<file path="config.mk">
export PLATFORM = sky130hd
export DESIGN_NAME = vac_slot_sched
export DESIGN_NICKNAME = d
export VERILOG_FILES = /design/src/rtl/ddr5_cmd_pkg.sv /design/src/rtl/dq_timeline.sv /design/src/rtl/vac_slot_sched.sv
export SDC_FILE = /design/constraint.sdc
export NUM_CORES = 1
export LEC_CHECK = 0
export BUFFER_PORTS_ARGS = -buffer_cell sky130_fd_sc_hd__buf_2
export CAP_MARGIN = 10
export CELL_PAD_IN_SITES_DETAIL_PLACEMENT = 1
export CELL_PAD_IN_SITES_GLOBAL_PLACEMENT = 1
export CORE_UTILIZATION = 50
export CTS_CLUSTER_DIAMETER = 30
export DETAILED_ROUTE_END_ITERATION = 8
export PLACE_DENSITY_LB_ADDON = 0.1
export SYNTH_ARGS = -nofsm -noshare
export SYNTH_HDL_FRONTEND = slang
export SYNTH_SLANG_ARGS = --single-unit
</file>
<file path="constraint.sdc">
create_clock -name clk -period 6.6 [get_ports clk]
set_input_delay 1.32 -clock clk [delete_from_list [all_inputs] [get_ports clk]]
set_output_delay 1.32 -clock clk [all_outputs]
set_load 0.01 [all_outputs]
</file>
<file path="src/rtl/ddr5_cmd_pkg.sv">
// DDR5 column-command codes, scheduler state type and latency helpers.
// Shared by the slot scheduler (vac_slot_sched, optional VAC_SLIP_STATS_EN) and its bench.
package ddr5_cmd_pkg;

  localparam logic [3:0] CS_WR   = 4'b0111;
  localparam logic [3:0] CS_WRA  = 4'b0101;
  localparam logic [3:0] CS_RD   = 4'b0100;
  localparam logic [3:0] CS_RDA  = 4'b1100;
  localparam logic [3:0] CS_ACTC = 4'b1001;

  typedef enum logic [0:0] {
    ST_IDLE = 1'b0,
    ST_HOLD = 1'b1
  } sched_state_e;

  function automatic logic is_data(input logic [3:0] cs);
    return (cs == CS_WR) || (cs == CS_WRA) || (cs == CS_RD) || (cs == CS_RDA);
  endfunction

  function automatic logic is_write(input logic [3:0] cs);
    return (cs == CS_WR) || (cs == CS_WRA);
  endfunction

  // Data latency in cycles from issue to first beat; 0 for non-data codes.
  function automatic int lat_of(input logic [3:0] cs, input int cl, input int cla, input int wl_off);
    case (cs)
      CS_RD:   return cl;
      CS_RDA:  return cla;
      CS_WR:   return cl - wl_off;
      CS_WRA:  return cla - wl_off;
      default: return 0;
    endcase
  endfunction

endpackage

</file>
<file path="src/rtl/dq_timeline.sv">
// Shifting DQ-slot timeline: occupancy, direction and tag per future slot.
// Slot 0 is the beat on DQ this cycle; bookings land in post-shift positions.
module dq_timeline #(
  parameter int DEPTH = 16,
  parameter int TAG_W = 4,
  parameter int IDX_W = 4
) (
  input  logic             clk,
  input  logic             rst,
  input  logic             book_en,
  input  logic [IDX_W-1:0] book_start,
  input  logic [2:0]       book_len,
  input  logic             book_rw,
  input  logic [TAG_W-1:0] book_tag,
  output logic [DEPTH-1:0] sh_occ,
  output logic [DEPTH-1:0] sh_rw,
  output logic             beat_valid,
  output logic             beat_rw,
  output logic [TAG_W-1:0] beat_tag
);

  logic [DEPTH-1:0] occ_q, occ_d, rw_q, rw_d, book_mask;
  logic [TAG_W-1:0] tag_q [DEPTH];
  logic [TAG_W-1:0] tag_d [DEPTH];

  always_comb begin
    book_mask = '0;
    for (int i = 0; i < DEPTH; i++) begin
      book_mask[i] = book_en && (i >= int'(book_start)) &&
                     (i < int'(book_start) + int'(book_len));
    end
    sh_occ = occ_q >> 1;
    sh_rw  = rw_q >> 1;
    occ_d  = sh_occ | book_mask;
    rw_d   = (sh_rw & ~book_mask) | (book_mask & {DEPTH{book_rw}});
    for (int i = 0; i < DEPTH - 1; i++) begin
      tag_d[i] = book_mask[i] ? book_tag : tag_q[i+1];
    end
    tag_d[DEPTH-1] = book_mask[DEPTH-1] ? book_tag : '0;
  end

  always_ff @(posedge clk or negedge rst) begin
    if (!rst) begin
      occ_q <= '0;
      rw_q  <= '0;
      for (int i = 0; i < DEPTH; i++) tag_q[i] <= '0;
    end else begin
      occ_q <= occ_d;
      rw_q  <= rw_d;
      for (int i = 0; i < DEPTH; i++) tag_q[i] <= tag_d[i];
    end
  end

  // A booking must never land on a slot that is still occupied after the shift.
  always_ff @(posedge clk) begin
    if (rst && book_en) begin
      assert ((sh_occ & book_mask) == '0);
    end
  end

  assign beat_valid = occ_q[0];
  assign beat_rw    = rw_q[0];
  assign beat_tag   = tag_q[0];

endmodule

</file>
<file path="src/rtl/vac_slot_sched.sv">
// Data-bus slot scheduler: holds one column command and issues it once its burst fits the DQ timeline.
// Optional VAC_SLIP_STATS_EN adds slip_cnt/slip_max stall statistics.
module vac_slot_sched #(
  parameter int CL     = 4,
  parameter int CLA    = 6,
  parameter int WL_OFF = 2,
  parameter int CL_MAX = 16,
  parameter int BURST  = 2,
  parameter int TA_GAP = 1,
  parameter int TAG_W  = 4
) (
  input  logic              clk,
  input  logic              rst,
  input  logic              cmd_valid,
  input  logic [3:0]        C_S,
  input  logic [TAG_W-1:0]  cmd_tag,
  output logic              cmd_ready,
  output logic              issue,
  output logic [CL_MAX-1:0] mux_sel,
  output logic              beat_valid,
  output logic              beat_rw,
  output logic [TAG_W-1:0]  beat_tag,
  output logic              dbg_state
`ifdef VAC_SLIP_STATS_EN
  ,
  output logic [15:0]       slip_cnt,
  output logic [7:0]        slip_max
`endif
);
  import ddr5_cmd_pkg::*;

  localparam int IDX_W = $clog2(CL_MAX);

  sched_state_e     state_q, state_d;
  logic [3:0]       code_q, code_d;
  logic [TAG_W-1:0] ctag_q, ctag_d;
  logic [CL_MAX-1:0] sh_occ, sh_rw;
  logic             book_en, fit, hold_wr;
  int               start;

  // Handshake: a command transfers on a cycle with cmd_valid && cmd_ready; cmd_ready is
  // a pure function of state (high only in IDLE), so there is no valid->ready path.
  assign cmd_ready = (state_q == ST_IDLE);
  assign dbg_state = state_q;

  // Fit check of the single start slot implied by the held command's latency.
  always_comb begin
    start   = lat_of(code_q, CL, CLA, WL_OFF) - 1;
    hold_wr = is_write(code_q);
    fit     = 1'b1;
    for (int i = 0; i < CL_MAX; i++) begin
      if (sh_occ[i]) begin
        if (i >= start && i < start + BURST) fit = 1'b0;
        if ((sh_rw[i] != hold_wr) &&
            ((i >= start - TA_GAP && i < start) ||
             (i >= start + BURST && i < start + BURST + TA_GAP))) fit = 1'b0;
      end
    end
  end

  always_comb begin
    state_d = state_q;
    code_d  = code_q;
    ctag_d  = ctag_q;
    issue   = 1'b0;
    mux_sel = '0;
    book_en = 1'b0;
    case (state_q)
      ST_IDLE: begin
        if (cmd_valid) begin
          code_d  = C_S;
          ctag_d  = cmd_tag;
          state_d = ST_HOLD;
        end
      end
      ST_HOLD: begin
        if (!is_data(code_q)) begin
          issue   = 1'b1;
          state_d = ST_IDLE;
        end else if (fit) begin
          issue   = 1'b1;
          book_en = 1'b1;
          state_d = ST_IDLE;
          for (int i = 0; i < CL_MAX; i++) mux_sel[i] = (i == start);
        end
      end
      default: state_d = ST_IDLE;
    endcase
  end

  always_ff @(posedge clk or negedge rst) begin
    if (!rst) begin
      state_q <= ST_IDLE;
      code_q  <= '0;
      ctag_q  <= '0;
    end else begin
      state_q <= state_d;
      code_q  <= code_d;
      ctag_q  <= ctag_d;
    end
  end

  dq_timeline #(
    .DEPTH(CL_MAX),
    .TAG_W(TAG_W),
    .IDX_W(IDX_W)
  ) u_timeline (
    .clk       (clk),
    .rst       (rst),
    .book_en   (book_en),
    .book_start(IDX_W'(start)),
    .book_len  (3'(BURST)),
    .book_rw   (hold_wr),
    .book_tag  (ctag_q),
    .sh_occ    (sh_occ),
    .sh_rw     (sh_rw),
    .beat_valid(beat_valid),
    .beat_rw   (beat_rw),
    .beat_tag  (beat_tag)
  );

`ifdef VAC_SLIP_STATS_EN
  logic [15:0] slip_cnt_q, slip_cnt_d;
  logic [7:0]  wait_q, wait_d, slip_max_q, slip_max_d;
  logic        stall;

  // wait_q tracks the current command's stall run; it restarts whenever the block is idle.
  always_comb begin
    stall      = (state_q == ST_HOLD) && is_data(code_q) && !fit;
    slip_cnt_d = (stall && slip_cnt_q != 16'hFFFF) ? slip_cnt_q + 16'd1 : slip_cnt_q;
    if (state_q == ST_IDLE) wait_d = '0;
    else if (stall && wait_q != 8'hFF) wait_d = wait_q + 8'd1;
    else wait_d = wait_q;
    slip_max_d = (wait_d > slip_max_q) ? wait_d : slip_max_q;
  end

  always_ff @(posedge clk or negedge rst) begin
    if (!rst) begin
      slip_cnt_q <= '0;
      wait_q     <= '0;
      slip_max_q <= '0;
    end else begin
      slip_cnt_q <= slip_cnt_d;
      wait_q     <= wait_d;
      slip_max_q <= slip_max_d;
    end
  end

  assign slip_cnt = slip_cnt_q;
  assign slip_max = slip_max_q;
`endif

endmodule

</file>
==> metrics.csv <==
stage,metric,value,unit
clocking,cts.sink_count,105,
synthesis,yosys.cell_types.count,50,
synthesis,synth_edf_count,0,
grt,grt_pass1_wl,14840,um
min_path,min_path_type,reg2reg,
detailed_routing,ant_nets,0,
floorplanning,die_h,98.56,um
floorplanning,core_area,8891,sq um
placement,globalplace.congestion,0.9110,
grt,grt_pass1_vias,2829,
min_path,min-delay-start,u_timeline.tag_q[58]$_DFF_PN0_,
synthesis,syn_avg_cell_area,12.84,sq um
worst_setup_path,cp.arrival,3990,ps
sta,totalNegativeSetupSlack,0,ps
sta,max_slew_margin,31.34,%
placement,portBuffers,22,
worst_setup_path,startpoint_type,flip-flop,
clocking,clk_pin_slew,100,ps
sta,worst_pin_slew,1028,ps
sta,final-setup-viol-count,0,
clocking,hold_buffers,0,
grt,grt-ovfl-total,0,
synthesis,async_reset_ff_share,100.0,%
floorplanning,die_area,9714,sq um
power,ir_worst_vdd,0.1913,mV
sta,finalHoldViolCount,0,
flow_run,cap_viol_max_count,0,
synthesis,yosysWarnings,0,
sta,slew_viol_final,0,
sta,holdWs,355.6,ps
synthesis,yosys_register_bits,105,
worst_setup_path,cp-end-kind,primary output,
worst_setup_path,worst_ep_required_time,5280,ps
synthesis,synth_area,4662,sq um
clocking,htreeDepth,3,
detailed_routing,viasPerCell,5.447,
clocking,cts_buffer_depth,2,
power,power_density,386.3,nW/um^2
sta,rsz0062_at_grt,false,
cells_and_area,stdcell_area,4907,sq um
clocking,worstSkewPairLatency,360,ps
power,fin_total_pwr,1.895,mW
cells_and_area,n_antenna_cell,0,
worst_setup_path,worst-path-max-fanout,11,
sta,fin_crit_sh,80.47,%
synthesis,syn_inst,363,
floorplanning,die_width,98.56,um
synthesis,ys.flop_type,dfrtp_1,
sta,layout_setup_ws,1289,ps
cells_and_area,layout_common_cells,"105 x dfrtp_1, 66 x mux2_2, 21 x buf_2, 19 x conb_1",
power,p_leak,2.491,nW
placement,dpl.hpwl,5999,um
floorplanning,io_pins,36,
detailed_routing,first_pass_iters,4,
worst_setup_path,worstSetupStartpoint,code_q[0]$_DFFE_PN0P_,
clocking,cts-root-buf,clkbuf_8,
grt,grt_usage,20.13,%
cells_and_area,fill_cells,914,
detailed_routing,route.detailed.drc,0,
floorplanning,start_util,52.43,%
worst_setup_path,worstSetupPathType,reg2out,
detailed_routing,wl_per_cell,18.27,um
clocking,numCtsBuffers,9,
worst_setup_path,timing.rr.start,code_q[0]$_DFFE_PN0P_,
clocking,cts_tree,built,
status,status,finished clean,
placement,dp.cells,466,
cells_and_area,final_core_util,55.19,%
cells_and_area,area_growth_syn_to_layout,5.260,%
clocking,cts_resized,0,
placement,postPlaceCellArea,4706,sq um
sta,period_needed,5311,ps
cells_and_area,final_cells,481,
floorplanning,std_cell_rows,34,
grt,grt_max_degree,82,
placement,post-place-ws,1696,ps
grt,antenna_found_initial,0,
detailed_routing,via_count,2620,
sta,skew,10.78,ps
cells_and_area,fin_nets,393,
detailed_routing,drt_iter0_markers,119,
cells_and_area,final_common_cell,dfrtp_1,
clocking,postCtsSetupRepairBufs,0,
sta,max_freq,188.3,MHz
cells_and_area,final_layout_size_suffix_gt1_share,33.51,%
detailed_routing,drt-total-wl,8789,um
synthesis,synth_seq_area_share,56.36,%
[cells in the mapped netlist (4+ instances only)]
cell type / number / area (sq um)
buf_4: 17 / 127.6
clkbuf_1: 22 / 82.58
dfrtp_1: 105 / 2628
ha_1: 13 / 162.7
inv_1: 14 / 52.55
mux2_2: 66 / 743.2
nand2_1: 14 / 52.55
nand2b_1: 11 / 68.82
nand3_1: 5 / 25.02
nor2b_1: 4 / 25.02
nor3_1: 11 / 55.05
nor4_1: 5 / 31.28
o21ai_0: 7 / 35.03
or2_2: 8 / 50.05
xnor2_1: 6 / 52.55
[worst max-delay path, cell delays in order, from the launching register on]
cell,delay [ps]
dfrtp_1,550
a21boi_0,190
nand2b_1,220
ha_1,360
inv_1,130
ha_1,320
nand2_1,120
a21oi_1,80
o32a_2,400
nand4bb_1,320
nand3b_1,490
nor3_1,270
buf_2,180
[path summary, 6_finish.rpt]
path                            slack (ps)                               end  depth (start not counted)
worst max-delay path                  1290                        mux_sel[1]                         12
worst min-delay path                   360  u_timeline.beat_tag[2]$_DFF_PN0_                          0
worst max register to register        2540    u_timeline.tag_q[38]$_DFF_PN0_                         11
worst min register to register         360  u_timeline.beat_tag[2]$_DFF_PN0_                          0
max in group asynchronous             4460      u_timeline.rw_q[9]$_DFF_PN0_                          2
min in group asynchronous              860             code_q[2]$_DFFE_PN0P_                          1
[logic make-up (layout without fill, tap and decap cells)]
group	Yosys count	in the layout	synth area share, %
mux	69	69	16.59
flops	105	105	56.36
compound gates	28	28	4.536
buf+inv	60	53	7.192
simple gates	80	80	10.55
fa+ha+maj	13	13	3.489
xor+xnor	6	6	1.127
other cells	2	19	0.1611
[layer usage]
metal	track usage [%]	up-vias	wire, um
met3	3.191	12	276
met1	28.29	1352	4080
met2	32.34	51	4308
li1	-	1205	-
met5	0	-	0
met4	6.429	0	123
[sequential cells by signal (all words and copies together) (netlist names)]
| name | flops |
|---|---|
| code_q | 4 |
| ctag_q | 4 |
| dbg_state | 1 |
| u_timeline.beat_tag | 4 |
| u_timeline.occ_q | 16 |
| u_timeline.rw_q | 16 |
| u_timeline.tag_q | 60 |
[power breakdown]
group          total [mW]  leakage, nW  internal, mW  switching (mW)
Clock               0.403       0.0993         0.180           0.223
Sequential          0.938         1.43         0.815           0.123
Combinational       0.555        0.965         0.251           0.303
[cell type report]
type	instances	area (sq um)	area share (%)
clock buffer	9	123.9	2.524
clock inverter	6	77.57	1.581
inverter	14	52.55	1.071
multi-input combinational	215	1763	35.93
sequential	105	2628	53.54
tap	108	135.1	2.754
timing repair buffer	24	127.6	2.601
(Power assumes the default switching activity.)
